--- config.mk ---
export PLATFORM = sky130hd
export DESIGN_NAME = lsu_ctrl_flat
export DESIGN_NICKNAME = d
export VERILOG_FILES = /design/src/rtl/lsu_ctrl_pkg.sv /design/src/rtl/lsu_ctrl_if.sv /design/src/rtl/lsu_ctrl_align.sv /design/src/rtl/lsu_ctrl.sv /design/src/flat_wrapper.sv
export SDC_FILE = /design/constraint.sdc
export NUM_CORES = 1
export LEC_CHECK = 0
export ABC_AREA = 1
export CORE_ASPECT_RATIO = 0.6
export CORE_MARGIN = 8
export CORE_UTILIZATION = 49
export CTS_CLUSTER_SIZE = 20
export DETAILED_ROUTE_END_ITERATION = 8
export GPL_TIMING_DRIVEN = 1
export PLACE_DENSITY = 0.89
export SLEW_MARGIN = 20
export SYNTH_ARGS = -nofsm -noshare
export SYNTH_HDL_FRONTEND = slang
export SYNTH_SLANG_ARGS = --single-unit
export TNS_END_PERCENT = 5
--- constraint.sdc ---
create_clock -name clk -period 4.03 [get_ports clk]
set_input_delay 0.806 -clock clk [delete_from_list [all_inputs] [get_ports clk]]
set_output_delay 0.806 -clock clk [all_outputs]
set_load 0.01 [all_outputs]
--- src/rtl/lsu_ctrl_pkg.sv ---
// Shared definitions for the load/store unit: funct3 codes, FSM states,
// fault causes and the illegal-width decode.
package lsu_ctrl_pkg;

  localparam int LSU_ADDR_W = 12;

  localparam logic [2:0] F3_B  = 3'b000;
  localparam logic [2:0] F3_H  = 3'b001;
  localparam logic [2:0] F3_W  = 3'b010;
  localparam logic [2:0] F3_BU = 3'b100;
  localparam logic [2:0] F3_HU = 3'b101;

  typedef enum logic [2:0] {
    ST_IDLE  = 3'd0,
    ST_LOAD  = 3'd1,
    ST_SW_WR = 3'd2,
    ST_RMW   = 3'd3,
    ST_ERR   = 3'd4,
    ST_DONE  = 3'd5
  } state_e;

  typedef enum logic [1:0] {
    FLT_NONE  = 2'd0,
    FLT_MIS   = 2'd1,
    FLT_RANGE = 2'd2,
    FLT_ILL   = 2'd3
  } fault_e;

  // Stores only know B/H/W; loads additionally accept the unsigned B/H codes.
  function automatic logic is_illegal(input logic we, input logic [2:0] funct3);
    if (we) return !(funct3 inside {F3_B, F3_H, F3_W});
    else    return  (funct3 inside {3'b011, 3'b110, 3'b111});
  endfunction

endpackage

--- src/rtl/lsu_ctrl_if.sv ---
// Bundle of the execute-stage request/response signals and the word-RAM port.
// master = core + RAM side, slave = the load/store unit.
interface lsu_ctrl_if;
  logic        req;
  logic        we;
  logic [2:0]  funct3;
  logic [31:0] addr;
  logic [31:0] wdata;
  logic        busy;
  logic        done;
  logic [31:0] rdata;
  logic [1:0]  fault;
  logic [31:0] ram_addr;
  logic        ram_wr_sig;
  logic [31:0] ram_wr_data;
  logic [31:0] ram_rd_data;

  modport master (
    output req, we, funct3, addr, wdata, ram_rd_data,
    input  busy, done, rdata, fault, ram_addr, ram_wr_sig, ram_wr_data
  );

  modport slave (
    input  req, we, funct3, addr, wdata, ram_rd_data,
    output busy, done, rdata, fault, ram_addr, ram_wr_sig, ram_wr_data
  );
endinterface

--- src/rtl/lsu_ctrl_align.sv ---
// Combinational datapath of the LSU: fault decode, load lane extract/extend
// and sub-word store merge into the old RAM word.
module lsu_ctrl_align
  import lsu_ctrl_pkg::*;
#(
  parameter int ADDR_W = LSU_ADDR_W
) (
  input  logic        i_we,
  input  logic [2:0]  i_funct3,
  input  logic [31:0] i_addr,
  input  logic [31:0] i_rd_word,
  input  logic [31:0] i_wdata,
  output fault_e      o_fault,
  output logic [31:0] o_load_data,
  output logic [31:0] o_merge_data
);

  logic        w_illegal;
  logic        w_misaligned;
  logic        w_out_of_range;
  logic [31:0] w_shifted;

  assign w_illegal      = is_illegal(i_we, i_funct3);
  assign w_misaligned   = ((i_funct3[1:0] == 2'b01) && i_addr[0]) ||
                          ((i_funct3[1:0] == 2'b10) && (i_addr[1:0] != 2'b00));
  assign w_out_of_range = |i_addr[31:ADDR_W];

  // Only the highest-priority cause is reported.
  always_comb begin
    if (w_illegal)           o_fault = FLT_ILL;
    else if (w_misaligned)   o_fault = FLT_MIS;
    else if (w_out_of_range) o_fault = FLT_RANGE;
    else                     o_fault = FLT_NONE;
  end

  assign w_shifted = i_rd_word >> {i_addr[1:0], 3'b000};

  always_comb begin
    case (i_funct3)
      F3_B:    o_load_data = {{24{w_shifted[7]}},  w_shifted[7:0]};
      F3_H:    o_load_data = {{16{w_shifted[15]}}, w_shifted[15:0]};
      F3_BU:   o_load_data = {24'h0, w_shifted[7:0]};
      F3_HU:   o_load_data = {16'h0, w_shifted[15:0]};
      default: o_load_data = w_shifted;
    endcase
  end

  // NOTE: every always_comb output gets a default first so no path leaves it unassigned (no latch).
  always_comb begin
    o_merge_data = i_rd_word;
    case (i_funct3)
      F3_B:    o_merge_data[{i_addr[1:0], 3'b000} +: 8]  = i_wdata[7:0];
      F3_H:    o_merge_data[{i_addr[1], 4'b0000} +: 16] = i_wdata[15:0];
      default: o_merge_data = i_wdata;
    endcase
  end

endmodule

--- src/rtl/lsu_ctrl.sv ---
// Load/store unit: turns RV32I byte/half/word accesses into word-only RAM
// cycles, with read-modify-write for sub-word stores and fault reporting.
module lsu_ctrl
  import lsu_ctrl_pkg::*;
#(
  parameter int ADDR_W = LSU_ADDR_W
) (
  input  logic      clk,
  input  logic      reset_n,
  lsu_ctrl_if.slave bus
);

  state_e      r_state;
  state_e      w_next;
  logic [31:0] r_addr_q;
  logic [31:0] r_wdata_q;
  logic [2:0]  r_funct3_q;
  logic        r_we_q;
  logic [31:0] r_rdata;
  fault_e      r_fault;

  logic        w_idle;
  logic        w_accept;
  logic [31:0] w_sel_addr;
  logic [2:0]  w_sel_funct3;
  logic        w_sel_we;
  fault_e      w_fault;
  logic [31:0] w_load_data;
  logic [31:0] w_merge_data;

  assign w_idle   = (r_state == ST_IDLE);
  assign w_accept = w_idle && bus.req;

  // In IDLE the live request is decoded (RAM read starts in the accept cycle);
  // afterwards everything works from the latched copy.
  assign w_sel_addr   = w_idle ? bus.addr   : r_addr_q;
  assign w_sel_funct3 = w_idle ? bus.funct3 : r_funct3_q;
  assign w_sel_we     = w_idle ? bus.we     : r_we_q;

  lsu_ctrl_align #(.ADDR_W(ADDR_W)) u_align (
    .i_we         (w_sel_we),
    .i_funct3     (w_sel_funct3),
    .i_addr       (w_sel_addr),
    .i_rd_word    (bus.ram_rd_data),
    .i_wdata      (r_wdata_q),
    .o_fault      (w_fault),
    .o_load_data  (w_load_data),
    .o_merge_data (w_merge_data)
  );

  // NOTE: sequential state uses non-blocking assignments so every flop samples pre-edge values.
  always_ff @(posedge clk or negedge reset_n) begin
    if (!reset_n) r_state <= ST_IDLE;
    else          r_state <= w_next;
  end

  always_comb begin
    w_next = r_state;
    case (r_state)
      ST_IDLE: begin
        if (bus.req) begin
          if (w_fault != FLT_NONE)  w_next = ST_ERR;
          else if (!bus.we)         w_next = ST_LOAD;
          else if (bus.funct3 == F3_W) w_next = ST_SW_WR;
          else                      w_next = ST_RMW;
        end
      end
      ST_LOAD, ST_SW_WR, ST_RMW, ST_ERR: w_next = ST_DONE;
      ST_DONE: w_next = ST_IDLE;
      default: w_next = ST_IDLE;
    endcase
  end

  // Outputs decoded from registered state; the RAM write strobe exists only in SW_WR/RMW.
  always_comb begin
    bus.busy        = !w_idle;
    bus.done        = (r_state == ST_DONE);
    bus.ram_addr    = w_sel_addr;
    bus.ram_wr_sig  = 1'b0;
    bus.ram_wr_data = r_wdata_q;
    case (r_state)
      ST_SW_WR: begin
        bus.ram_wr_sig  = 1'b1;
        bus.ram_wr_data = r_wdata_q;
      end
      ST_RMW: begin
        bus.ram_wr_sig  = 1'b1;
        bus.ram_wr_data = w_merge_data;
      end
      default: ;
    endcase
  end

  always_ff @(posedge clk or negedge reset_n) begin
    if (!reset_n) begin
      r_addr_q   <= '0;
      r_wdata_q  <= '0;
      r_funct3_q <= '0;
      r_we_q     <= 1'b0;
      r_rdata    <= '0;
      r_fault    <= FLT_NONE;
    end else begin
      if (w_accept) begin
        r_addr_q   <= bus.addr;
        r_wdata_q  <= bus.wdata;
        r_funct3_q <= bus.funct3;
        r_we_q     <= bus.we;
      end
      if (r_state == ST_LOAD) r_rdata <= w_load_data;
      if (r_state == ST_ERR)       r_fault <= w_fault;
      else if (r_state == ST_DONE) r_fault <= FLT_NONE;
    end
  end

  assign bus.rdata = r_rdata;
  assign bus.fault = r_fault;

endmodule
--- src/flat_wrapper.sv ---
// flat-port wrapper written by rule: the top's interface ports become plain ports
module lsu_ctrl_flat import lsu_ctrl_pkg::*;
#(
  parameter int ADDR_W = LSU_ADDR_W
)
  (clk, reset_n, bus_req, bus_we, bus_funct3, bus_addr, bus_wdata, bus_ram_rd_data, bus_busy, bus_done, bus_rdata, bus_fault, bus_ram_addr, bus_ram_wr_sig, bus_ram_wr_data);
  lsu_ctrl_if bus_i ();
  input  logic clk;
  input  logic reset_n;
  input wire logic [$bits(bus_i.req)-1:0] bus_req;
  input wire logic [$bits(bus_i.we)-1:0] bus_we;
  input wire logic [$bits(bus_i.funct3)-1:0] bus_funct3;
  input wire logic [$bits(bus_i.addr)-1:0] bus_addr;
  input wire logic [$bits(bus_i.wdata)-1:0] bus_wdata;
  input wire logic [$bits(bus_i.ram_rd_data)-1:0] bus_ram_rd_data;
  output wire logic [$bits(bus_i.busy)-1:0] bus_busy;
  output wire logic [$bits(bus_i.done)-1:0] bus_done;
  output wire logic [$bits(bus_i.rdata)-1:0] bus_rdata;
  output wire logic [$bits(bus_i.fault)-1:0] bus_fault;
  output wire logic [$bits(bus_i.ram_addr)-1:0] bus_ram_addr;
  output wire logic [$bits(bus_i.ram_wr_sig)-1:0] bus_ram_wr_sig;
  output wire logic [$bits(bus_i.ram_wr_data)-1:0] bus_ram_wr_data;
  assign bus_i.req = bus_req;
  assign bus_i.we = bus_we;
  assign bus_i.funct3 = bus_funct3;
  assign bus_i.addr = bus_addr;
  assign bus_i.wdata = bus_wdata;
  assign bus_i.ram_rd_data = bus_ram_rd_data;
  assign bus_busy = bus_i.busy;
  assign bus_done = bus_i.done;
  assign bus_rdata = bus_i.rdata;
  assign bus_fault = bus_i.fault;
  assign bus_ram_addr = bus_i.ram_addr;
  assign bus_ram_wr_sig = bus_i.ram_wr_sig;
  assign bus_ram_wr_data = bus_i.ram_wr_data;
  lsu_ctrl #(.ADDR_W(ADDR_W)) u_core (.clk(clk), .reset_n(reset_n), .bus(bus_i));
endmodule
==> impl_metrics.env, run 1 <==
export IMPL_violations="setup timing"
export IMPL_cp_start_kind="primary input"
export IMPL_hp_class="primary input to async pin"
export IMPL_cts_tree="built"
export IMPL_layout_setup_ws_ps=-73.81
export IMPL_relSlewSlack_pct=45.03
export IMPL_status="finished, violations left"
export IMPL_cts_made_buffers=9
export IMPL_setup_viol=3
export IMPL_grt_pass1_vias=7181
export IMPL_synthCells=1068
export IMPL_leakage_uw=0.004912
export IMPL_syn_area_per_cell_um2=6.542
export IMPL_clkSinkCount=105
export IMPL_whs_ps=461.9
export IMPL_mostFrequentLayoutCell="nand2_1"
export IMPL_coreArea_mm2=0.01379
export IMPL_p_int_uw=4446
export IMPL_period_minus_slack_ps=4104
export IMPL_p_switching_uw=3994
export IMPL_cp_end_kind="output port"
export IMPL_clkPwrFrac_pct=11.8
export IMPL_r2r_end="u_core.bus.rdata[18]"
export IMPL_total_power_uw=8439
export IMPL_power_per_cell_area_mw_per_mm2=871.1
export IMPL_max_clock_freq_ghz=0.2437
export IMPL_die_w_um=170.2
export IMPL_power_share_sequential_pct=22.7
export IMPL_cts_setup_buffers=0
export IMPL_critical_path_max_fanout=26
export IMPL_worst_slew_pin_slew_ps=823.6
export IMPL_via_count=7702
export IMPL_num_rows=33
export IMPL_ys_seq_area_share_pct=37.61
export IMPL_arrival_ps=3300
export IMPL_syn_nets=1176
export IMPL_fillers=1211
export IMPL_period_share_pct=101.8
export IMPL_drc=0
export IMPL_dieArea_mm2=0.01846
export IMPL_ant_nets=0
export IMPL_drtPass1Iterations=5
export IMPL_initial_core_util_pct=50.66
export IMPL_power_switching_share_pct=47.32
export IMPL_dpl_hpwl_um=19380
export IMPL_yosysWarnings=0
export IMPL_fin_area_mm2=0.009688
export IMPL_antenna_found_initial=0
export IMPL_ctsLongestPathBuffers=2
export IMPL_crit_path_end="bus_ram_wr_data[19]"
export IMPL_grt_use_total_pct=26.79
export IMPL_rr_worst_depth=14
export IMPL_grt_max_degree=74
export IMPL_final_cell_count_no_fill=1465
export IMPL_vdd_drop_max_mv=0.3793
export IMPL_path_class="primary input to output port"
export IMPL_ioPinCount=204
export IMPL_reg2reg_from="u_core.r_state[1]"
export IMPL_drv_cap=0
export IMPL_cts_root_buf="clkbuf_16"
export IMPL_tns_ps=-152.5
export IMPL_drv_slew=0
export IMPL_ys_seq_elements=105
export IMPL_post_dp_cell_area_mm2=0.009326
export IMPL_cts_clk_slew_worst_paths_ps=80
export IMPL_fp_dieH_um=108.5
export IMPL_grt_pass1_wl_um=39250
export IMPL_drt_iter0_markers=946
export IMPL_diodes=0
export IMPL_htree_levels=3
export IMPL_insertion_delay_ps=350
export IMPL_final_cell_mix="nand2_1 (433), clkdlybuf4s50_1 (175), o21ai_0 (124), inv_1 (113), dfrtp_1 (105)"
export IMPL_r2r_setup_slack_ps=1240
export IMPL_crit_path_start="bus_addr[1]"
export IMPL_place_congestion=0.9837
export IMPL_drt_wirelength_per_cell_um=16.96
export IMPL_area_growth_syn_to_layout_pct=38.66
export IMPL_vias_per_cell=5.257
export IMPL_wl_um=24850
export IMPL_crit_required_ps=3220
export IMPL_layout_nets=1376
export IMPL_combPwrFrac_pct=65.5
export IMPL_io_buffers=203
export IMPL_globalRouteOverflowTotal=0
export IMPL_syn_area_mm2=0.006987
export IMPL_finalHoldViolCount=0
export IMPL_drive_above_1_share_pct=9.191
export IMPL_finClkSkew_ps=9.080
export IMPL_ys_types=36
export IMPL_rsz0062_at_grt="yes"
export IMPL_dp_cells=1449
[metrics by stage]
step	setup slack, ps	utilization (%)
floorplan	487.2	-
global placement	-338.0	67.63
detailed placement	-263.5	67.63
CTS	-153.7	70.00
global route	-250.1	70.25
finish	-73.81	70.25
[cells in the mapped netlist (all sizes together)]
master  instances  area (um2)
nand3          56       285.3
o21bai          1       7.510
inv           117       439.2
a21o            2       15.01
a41oi           1       8.760
o22ai           3       18.77
clkbuf         35       131.4
o211ai         23       172.7
nand4           4       25.02
nor2           43       219.0
o21ai         158       817.0
and3            1       6.260
buf            25       173.9
clkinv          3       11.26
o21a            1       7.510
nand2         441        1688
ha              5       62.56
nor3b           1       7.510
nor3            1       5.000
or2            20       125.1
dfrtp         105        2628
o31ai           9       67.56
a21oi          13       65.06
[final cells by class]
type / instances / area [um2] / share of cell area (%)
tap: 192 / 240.2 / 2.480
clock inverter: 7 / 107.6 / 1.111
clock buffer: 9 / 225.2 / 2.325
multi-input combinational: 783 / 3642 / 37.60
timing repair buffer: 249 / 2394 / 24.71
inverter: 120 / 451.7 / 4.662
sequential: 105 / 2628 / 27.12
[logic make-up after synthesis]
logic type / after synthesis / synth area share [%]
fa+ha+maj: 5 / 0.8954
buf+inv: 180 / 10.82
simple gates: 567 / 33.79
compound gates: 211 / 16.89
flops: 105 / 37.61
[sequential cells by signal (all words and copies together), names as in the netlist]
register           count
u_core.bus.fault       2
u_core.r_we_q          1
u_core.r_wdata_q      32
u_core.r_state         3
u_core.bus.rdata      32
u_core.r_funct3_q      3
u_core.r_addr_q       32
[timing repair]
action / CTS / global route
hold buffers: 0 / 0
pin swaps: 2 / 3
setup endpoints to repair: 28 / 25
resized for setup: 26 / 23
[layer usage]
layer  routed length (um)  global-route usage, %  up-vias  share of wire (%)
li1                     -                      -     3795                  -
met1                11370                  39.48     3482                 46
met2                 9859                  37.05      410                 40
met3                 3451                  10.15       15                 14
met4                  166                  3.738        0               0.67
met5                    0                      0        -                  0
[worst min path at each step]
| stage | cells after the start | slack, ps | endpoint | from |
|---|---|---|---|---|
| floorplan | 2 | 450 | u_core.r_wdata_q[16] | u_core.r_wdata_q[16] |
| global placement | 2 | 460 | u_core.r_wdata_q[26] | u_core.r_wdata_q[26] |
| detailed placement | 2 | 470 | u_core.r_wdata_q[29] | u_core.r_wdata_q[29] |
| CTS | 1 | 490 | u_core.r_addr_q[24] | reset_n |
| global route | 2 | 510 | u_core.r_wdata_q[25] | u_core.r_wdata_q[25] |
| finish | 1 | 460 | u_core.r_addr_q[24] | reset_n |
[worst max-delay path: stages]
cell	delay, ps
clkdlybuf4s50_1	450
inv_1	50
o21ai_2	170
inv_2	80
buf_4	150
buf_4	220
nor2_8	330
nand2_1	170
nand3_1	170
nand2_1	70
nand2_1	90
clkdlybuf4s50_1	540
[power groups by stage]
stage	clock network, uW	logic (uW)	registers [uW]
floorplan	0	3140	1900
global placement	0	5430	1900
detailed placement	0	5470	1910
CTS	1010	5460	1900
global route	1050	6120	1970
finish	999	5530	1910
(Power assumes the default switching activity.)
==> run 2, diff against run 1 <==
- SKIP_LAST_GASP: default -> 1
==> run 2 against run 1 <==
The run still ends with setup timing left. Design area barely moved. Clock skew fell by 1.2 ps. First-iteration DRC count fell by 3.7%. Fmax fell by 2.5%. Combinational power rose by 1%. Cell count did not move. Critical path type unchanged. Highest routed layer unchanged.
==> impl_metrics.env, run 2 (same netlist as run 1, synthesis figures left out) <==
export IMPL_relSlewSlack_pct=45.10
export IMPL_drv_slew=0
export IMPL_mostFrequentLayoutCell="nand2_1"
export IMPL_total_power_uw=8502
export IMPL_path_delay_family="buffers and inverters"
export IMPL_p_int_uw=4507
export IMPL_wl_um=24880
export IMPL_vdd_drop_max_mv=0.3786
export IMPL_cts_tree="built"
export IMPL_p_switching_uw=3996
export IMPL_drtPass1Iterations=5
export IMPL_ctsHoldBuffers=0
export IMPL_grt_pass1_vias=7182
export IMPL_globalRouteOverflowTotal=0
export IMPL_power_share_sequential_pct=22.5
export IMPL_htree_levels=3
export IMPL_initial_core_util_pct=50.66
export IMPL_fin_area_mm2=0.009692
export IMPL_cp_num_buf_inv=6
export IMPL_io_buffers=203
export IMPL_drv_cap=0
export IMPL_area_growth_syn_to_layout_pct=38.72
export IMPL_dieArea_mm2=0.01846
export IMPL_period_share_pct=104.4
export IMPL_coreArea_mm2=0.01379
export IMPL_die_w_um=170.2
export IMPL_cp_start_kind="primary input"
export IMPL_cts_made_buffers=9
export IMPL_cts_clk_slew_worst_paths_ps=80
export IMPL_clkSinkCount=105
export IMPL_fp_dieH_um=108.5
export IMPL_rr_worst_depth=14
export IMPL_place_congestion=0.9837
export IMPL_diodes=0
export IMPL_insertion_delay_ps=350
export IMPL_clkPwrFrac_pct=11.7
export IMPL_finClkSkew_ps=7.871
export IMPL_drc=0
export IMPL_cp_cell_sequence="clkdlybuf4s50_1 -> inv_1 -> o21ai_2 -> inv_2 -> buf_4 -> buf_4 -> nor2_8 -> o21ai_1 -> o21ai_0 -> clkdlybuf4s50_1"
export IMPL_crit_required_ps=3220
export IMPL_violations="setup timing"
export IMPL_dpl_hpwl_um=19380
export IMPL_drt_iter0_markers=911
export IMPL_crit_path_top_delay_cell="clkdlybuf4s50_1"
export IMPL_max_clock_freq_ghz=0.2376
export IMPL_combPwrFrac_pct=65.8
export IMPL_antenna_found_initial=0
export IMPL_slowest_delay_ps=620
export IMPL_path_class="primary input to output port"
export IMPL_power_per_cell_area_mw_per_mm2=877.3
export IMPL_status="finished, violations left"
export IMPL_layout_nets=1376
export IMPL_cp_depth=10
export IMPL_period_minus_slack_ps=4209
export IMPL_grt_pass1_wl_um=39230
export IMPL_tns_ps=-2660
export IMPL_ctsLongestPathBuffers=2
export IMPL_power_switching_share_pct=46.99
export IMPL_grt_use_total_pct=26.76
export IMPL_post_dp_cell_area_mm2=0.009326
export IMPL_worst_slew_pin_slew_ps=822.6
export IMPL_ioPinCount=204
export IMPL_arrival_ps=3400
export IMPL_layout_setup_ws_ps=-178.9
export IMPL_cp_end_kind="output port"
export IMPL_ant_nets=0
export IMPL_leakage_uw=0.004787
export IMPL_setup_viol=29
export IMPL_num_rows=33
export IMPL_whs_ps=467.3
export IMPL_cts_root_buf="clkbuf_16"
export IMPL_hp_class="primary input to async pin"
export IMPL_grt_max_degree=74
export IMPL_vias_per_cell=5.279
export IMPL_drt_wirelength_per_cell_um=16.98
export IMPL_drive_above_1_share_pct=8.877
export IMPL_critical_path_max_fanout=26
export IMPL_rsz0062_at_grt="yes"
export IMPL_final_cell_mix="nand2_1 (433), clkdlybuf4s50_1 (199), o21ai_0 (128), inv_1 (113), dfrtp_1 (105)"
export IMPL_finalHoldViolCount=0
export IMPL_via_count=7734
## run 2: stage by stage
stage,std cells,utilization (%),worst slack [ps]
3_3_place_gp,1449,67.63,-338.0
4_1_cts,1465,70.12,-153.7
5_1_grt,1465,70.28,-336.5
2_1_floorplan,1068,-,487.2
3_5_place_dp,1449,67.63,-263.5
6_report,1465,70.28,-178.9
## run 2: final cells by class
type,count,area [um2]
clock buffers,9,225.2
clock inverters,7,107.6
fillers,1198,4099
inverters,120,450.4
multi-input cells,783,3633
flip-flops and latches,105,2628
well taps,192,240.2
repair buffers,249,2407
## run 2: layer usage
layer	vias to the layer above	global-route usage (%)	part of all wire, %
met2	435	37.02	39
met1	3488	39.44	45
met5	-	0	0
met4	0	3.738	0.86
li1	3789	-	-
met3	22	10.11	14
## run 2: power by group through the flow
stage	Clock, uW	Sequential, uW	Combinational, uW
final	999	1910	5590
after detailed placement	0	1910	5470
after CTS	1010	1900	5510
after floorplan	0	1900	3140
after global routing	1050	1970	6180
after global placement	0	1900	5430
## run 2: worst paths after layout
kind / from / endpoint / slack (ps)
setup / recovery: bus_addr[1] / bus_ram_wr_data[6] / -180
hold / removal: reset_n / u_core.r_addr_q[24] / 470
setup reg to reg: u_core.r_state[1] / u_core.bus.rdata[18] / 1240
hold reg to reg: u_core.r_wdata_q[29] / u_core.r_wdata_q[29] / 490
max in group asynchronous: reset_n / u_core.r_wdata_q[21] / 2810
min in group clk: u_core.r_wdata_q[29] / u_core.r_wdata_q[29] / 490
## run 2: what timing repair did
| action | in CTS | in global routing |
|---|---|---|
| buffers inserted | 0 | 0 |
| pin swaps | 1 | 0 |
| resized for setup | 5 | 9 |
| endpoints found under the setup margin | 28 | 32 |
==> run 3, diff against run 2 <==
- CORE_MARGIN: 8 -> 2
==> run 3 against run 2 <==
The flow still finishes with violations (setup timing). Non-clock buffer count grew 2. First-iteration DRC count shrank 10%. Core utilization shrank 0.12 points. Routed wire length shrank 3.4%. Global-route usage grew 5.6 points. Via count grew 1.0%. Clock power shrank 6.8%. Total power is essentially flat. Fmax grew 0.25%. Sequential power is essentially flat. Critical endpoint is now bus_ram_wr_data[18]. Largest cell class unchanged. Largest power group unchanged. Highest routed layer is now met5.
==> impl_metrics.env, run 3 (same netlist as run 1, synthesis figures left out) <==
export IMPL_status="finished, violations left"
export IMPL_violations="setup timing"
export IMPL_drv_slew=0
export IMPL_wl_um=24030
export IMPL_whs_ps=482.3
export IMPL_ctsLongestPathBuffers=2
export IMPL_worst_slew_pin_slew_ps=850.1
export IMPL_num_rows=33
export IMPL_p_int_uw=4513
export IMPL_final_cell_mix="nand2_1 (433), clkdlybuf4s50_1 (200), o21ai_0 (130), inv_1 (113), dfrtp_1 (105)"
export IMPL_cts_tree="built"
export IMPL_grt_use_total_pct=32.35
export IMPL_layout_nets=1378
export IMPL_via_count=7811
export IMPL_crit_required_ps=3220
export IMPL_p_switching_uw=3993
export IMPL_grt_max_degree=95
export IMPL_mostFrequentLayoutCell="nand2_1"
export IMPL_coreArea_mm2=0.01379
export IMPL_area_growth_syn_to_layout_pct=38.48
export IMPL_max_clock_freq_ghz=0.2382
export IMPL_ctsHoldBuffers=0
export IMPL_io_buffers=203
export IMPL_period_share_pct=104.2
export IMPL_finalHoldViolCount=0
export IMPL_arrival_ps=3390
export IMPL_dpl_hpwl_um=18450
export IMPL_combPwrFrac_pct=66.5
export IMPL_cp_start_kind="primary input"
export IMPL_dp_cells=1451
export IMPL_cts_root_buf="clkbuf_16"
export IMPL_drc=0
export IMPL_insertion_delay_ps=350
export IMPL_die_w_um=158.2
export IMPL_vdd_drop_max_mv=0.3895
export IMPL_drt_iter0_markers=816
export IMPL_clkSinkCount=105
export IMPL_diodes=0
export IMPL_hp_class="register to register"
export IMPL_dieArea_mm2=0.01526
export IMPL_drive_above_1_share_pct=8.784
export IMPL_rsz0062_at_grt="yes"
export IMPL_htree_levels=3
export IMPL_drtPass1Iterations=7
export IMPL_ioPinCount=204
export IMPL_layout_setup_ws_ps=-168.4
export IMPL_globalRouteOverflowTotal=0
export IMPL_fin_area_mm2=0.009676
export IMPL_power_switching_share_pct=46.94
export IMPL_critical_path_max_fanout=4
export IMPL_clkPwrFrac_pct=10.9
export IMPL_vias_per_cell=5.324
export IMPL_cts_clk_slew_worst_paths_ps=80
export IMPL_power_share_sequential_pct=22.5
export IMPL_cts_setup_buffers=0
export IMPL_grt_pass1_vias=7182
export IMPL_path_class="primary input to output port"
export IMPL_final_cell_count_no_fill=1467
export IMPL_period_minus_slack_ps=4198
export IMPL_cts_made_buffers=9
export IMPL_fp_dieH_um=96.50
export IMPL_power_per_cell_area_mw_per_mm2=879.1
export IMPL_post_dp_cell_area_mm2=0.009354
export IMPL_place_congestion=0.9820
export IMPL_setup_viol=27
export IMPL_relSlewSlack_pct=43.33
export IMPL_grt_pass1_wl_um=37660
export IMPL_cp_end_kind="output port"
export IMPL_drt_wirelength_per_cell_um=16.38
export IMPL_tns_ps=-2102
export IMPL_ant_nets=0
export IMPL_initial_core_util_pct=50.66
export IMPL_finClkSkew_ps=7.974
export IMPL_antenna_found_initial=1
export IMPL_drv_cap=0
export IMPL_leakage_uw=0.004788
==> run 3: final timing paths <==
kind / startpoint / end / slack [ps] / depth (start not counted)
max reg2reg: u_core.r_state[1] / u_core.bus.rdata[17] / 1290 / 13
max in group asynchronous: reset_n / u_core.r_wdata_q[13] / 2720 / 2
min reg2reg: u_core.r_wdata_q[26] / u_core.r_wdata_q[26] / 480 / 2
min: u_core.r_wdata_q[26] / u_core.r_wdata_q[26] / 480 / 2
min in group asynchronous: reset_n / u_core.r_addr_q[21] / 500 / 1
max: bus_addr[1] / bus_ram_wr_data[18] / -170 / 13
==> run 3: final cells by class <==
type | count | area [um2]
tap | 192 | 240.2
multi-input combinational | 783 | 3613
fill | 1176 | 4115
inverter | 120 | 450.4
clock inverter | 6 | 72.57
timing repair buffer | 251 | 2432
sequential | 105 | 2628
clock buffer | 10 | 239.0
==> run 3: power by group through the flow <==
| stage | Combinational, uW | Sequential [uW] | Clock (uW) |
|---|---|---|---|
| 2_1_floorplan | 3140 | 1900 | 0 |
| 5_1_grt | 6240 | 1970 | 990 |
| 4_1_cts | 5580 | 1900 | 945 |
| 3_3_place_gp | 5460 | 1900 | 0 |
| 3_5_place_dp | 5540 | 1910 | 0 |
| 6_report | 5660 | 1920 | 931 |
==> run 3: repair_timing <==
action | in CTS | in global routing
cloned | 0 | 0
setup endpoints to repair | 28 | 32
gates resized for setup | 2 | 3
==> run 3: metal layers <==
metal / routed length (um) / GRT usage, % / vias up / part of all wire, %
li1: - / - / 3784 / -
met3: 3467 / 12.31 / 35 / 14
met2: 9436 / 45.76 / 427 / 39
met5: 13 / 0 / - / 0.054
met4: 313 / 6.231 / 2 / 1.3
met1: 10800 / 47.12 / 3563 / 45
==> run 3: stage by stage <==
stage               total power [uW]  utilization, %  setup WS [ps]
CTS                             8424           70.10         -137.4
global route                    9201           70.16         -311.1
detailed placement              7450           67.83         -223.8
finish                          8505           70.16         -168.4
global placement                7363           67.83         -267.9
floorplan                       5039               -          487.2
==> run 3: critical path, stage by stage <==
cell	delay [ps]
clkdlybuf4s50_1	450
inv_1	60
o21ai_2	160
inv_2	80
ha_1	230
buf_4	170
nor2_1	160
nand2_1	80
o21ai_0	170
nand3_1	100
a21oi_1	260
a21o_1	130
clkdlybuf4s50_1	530
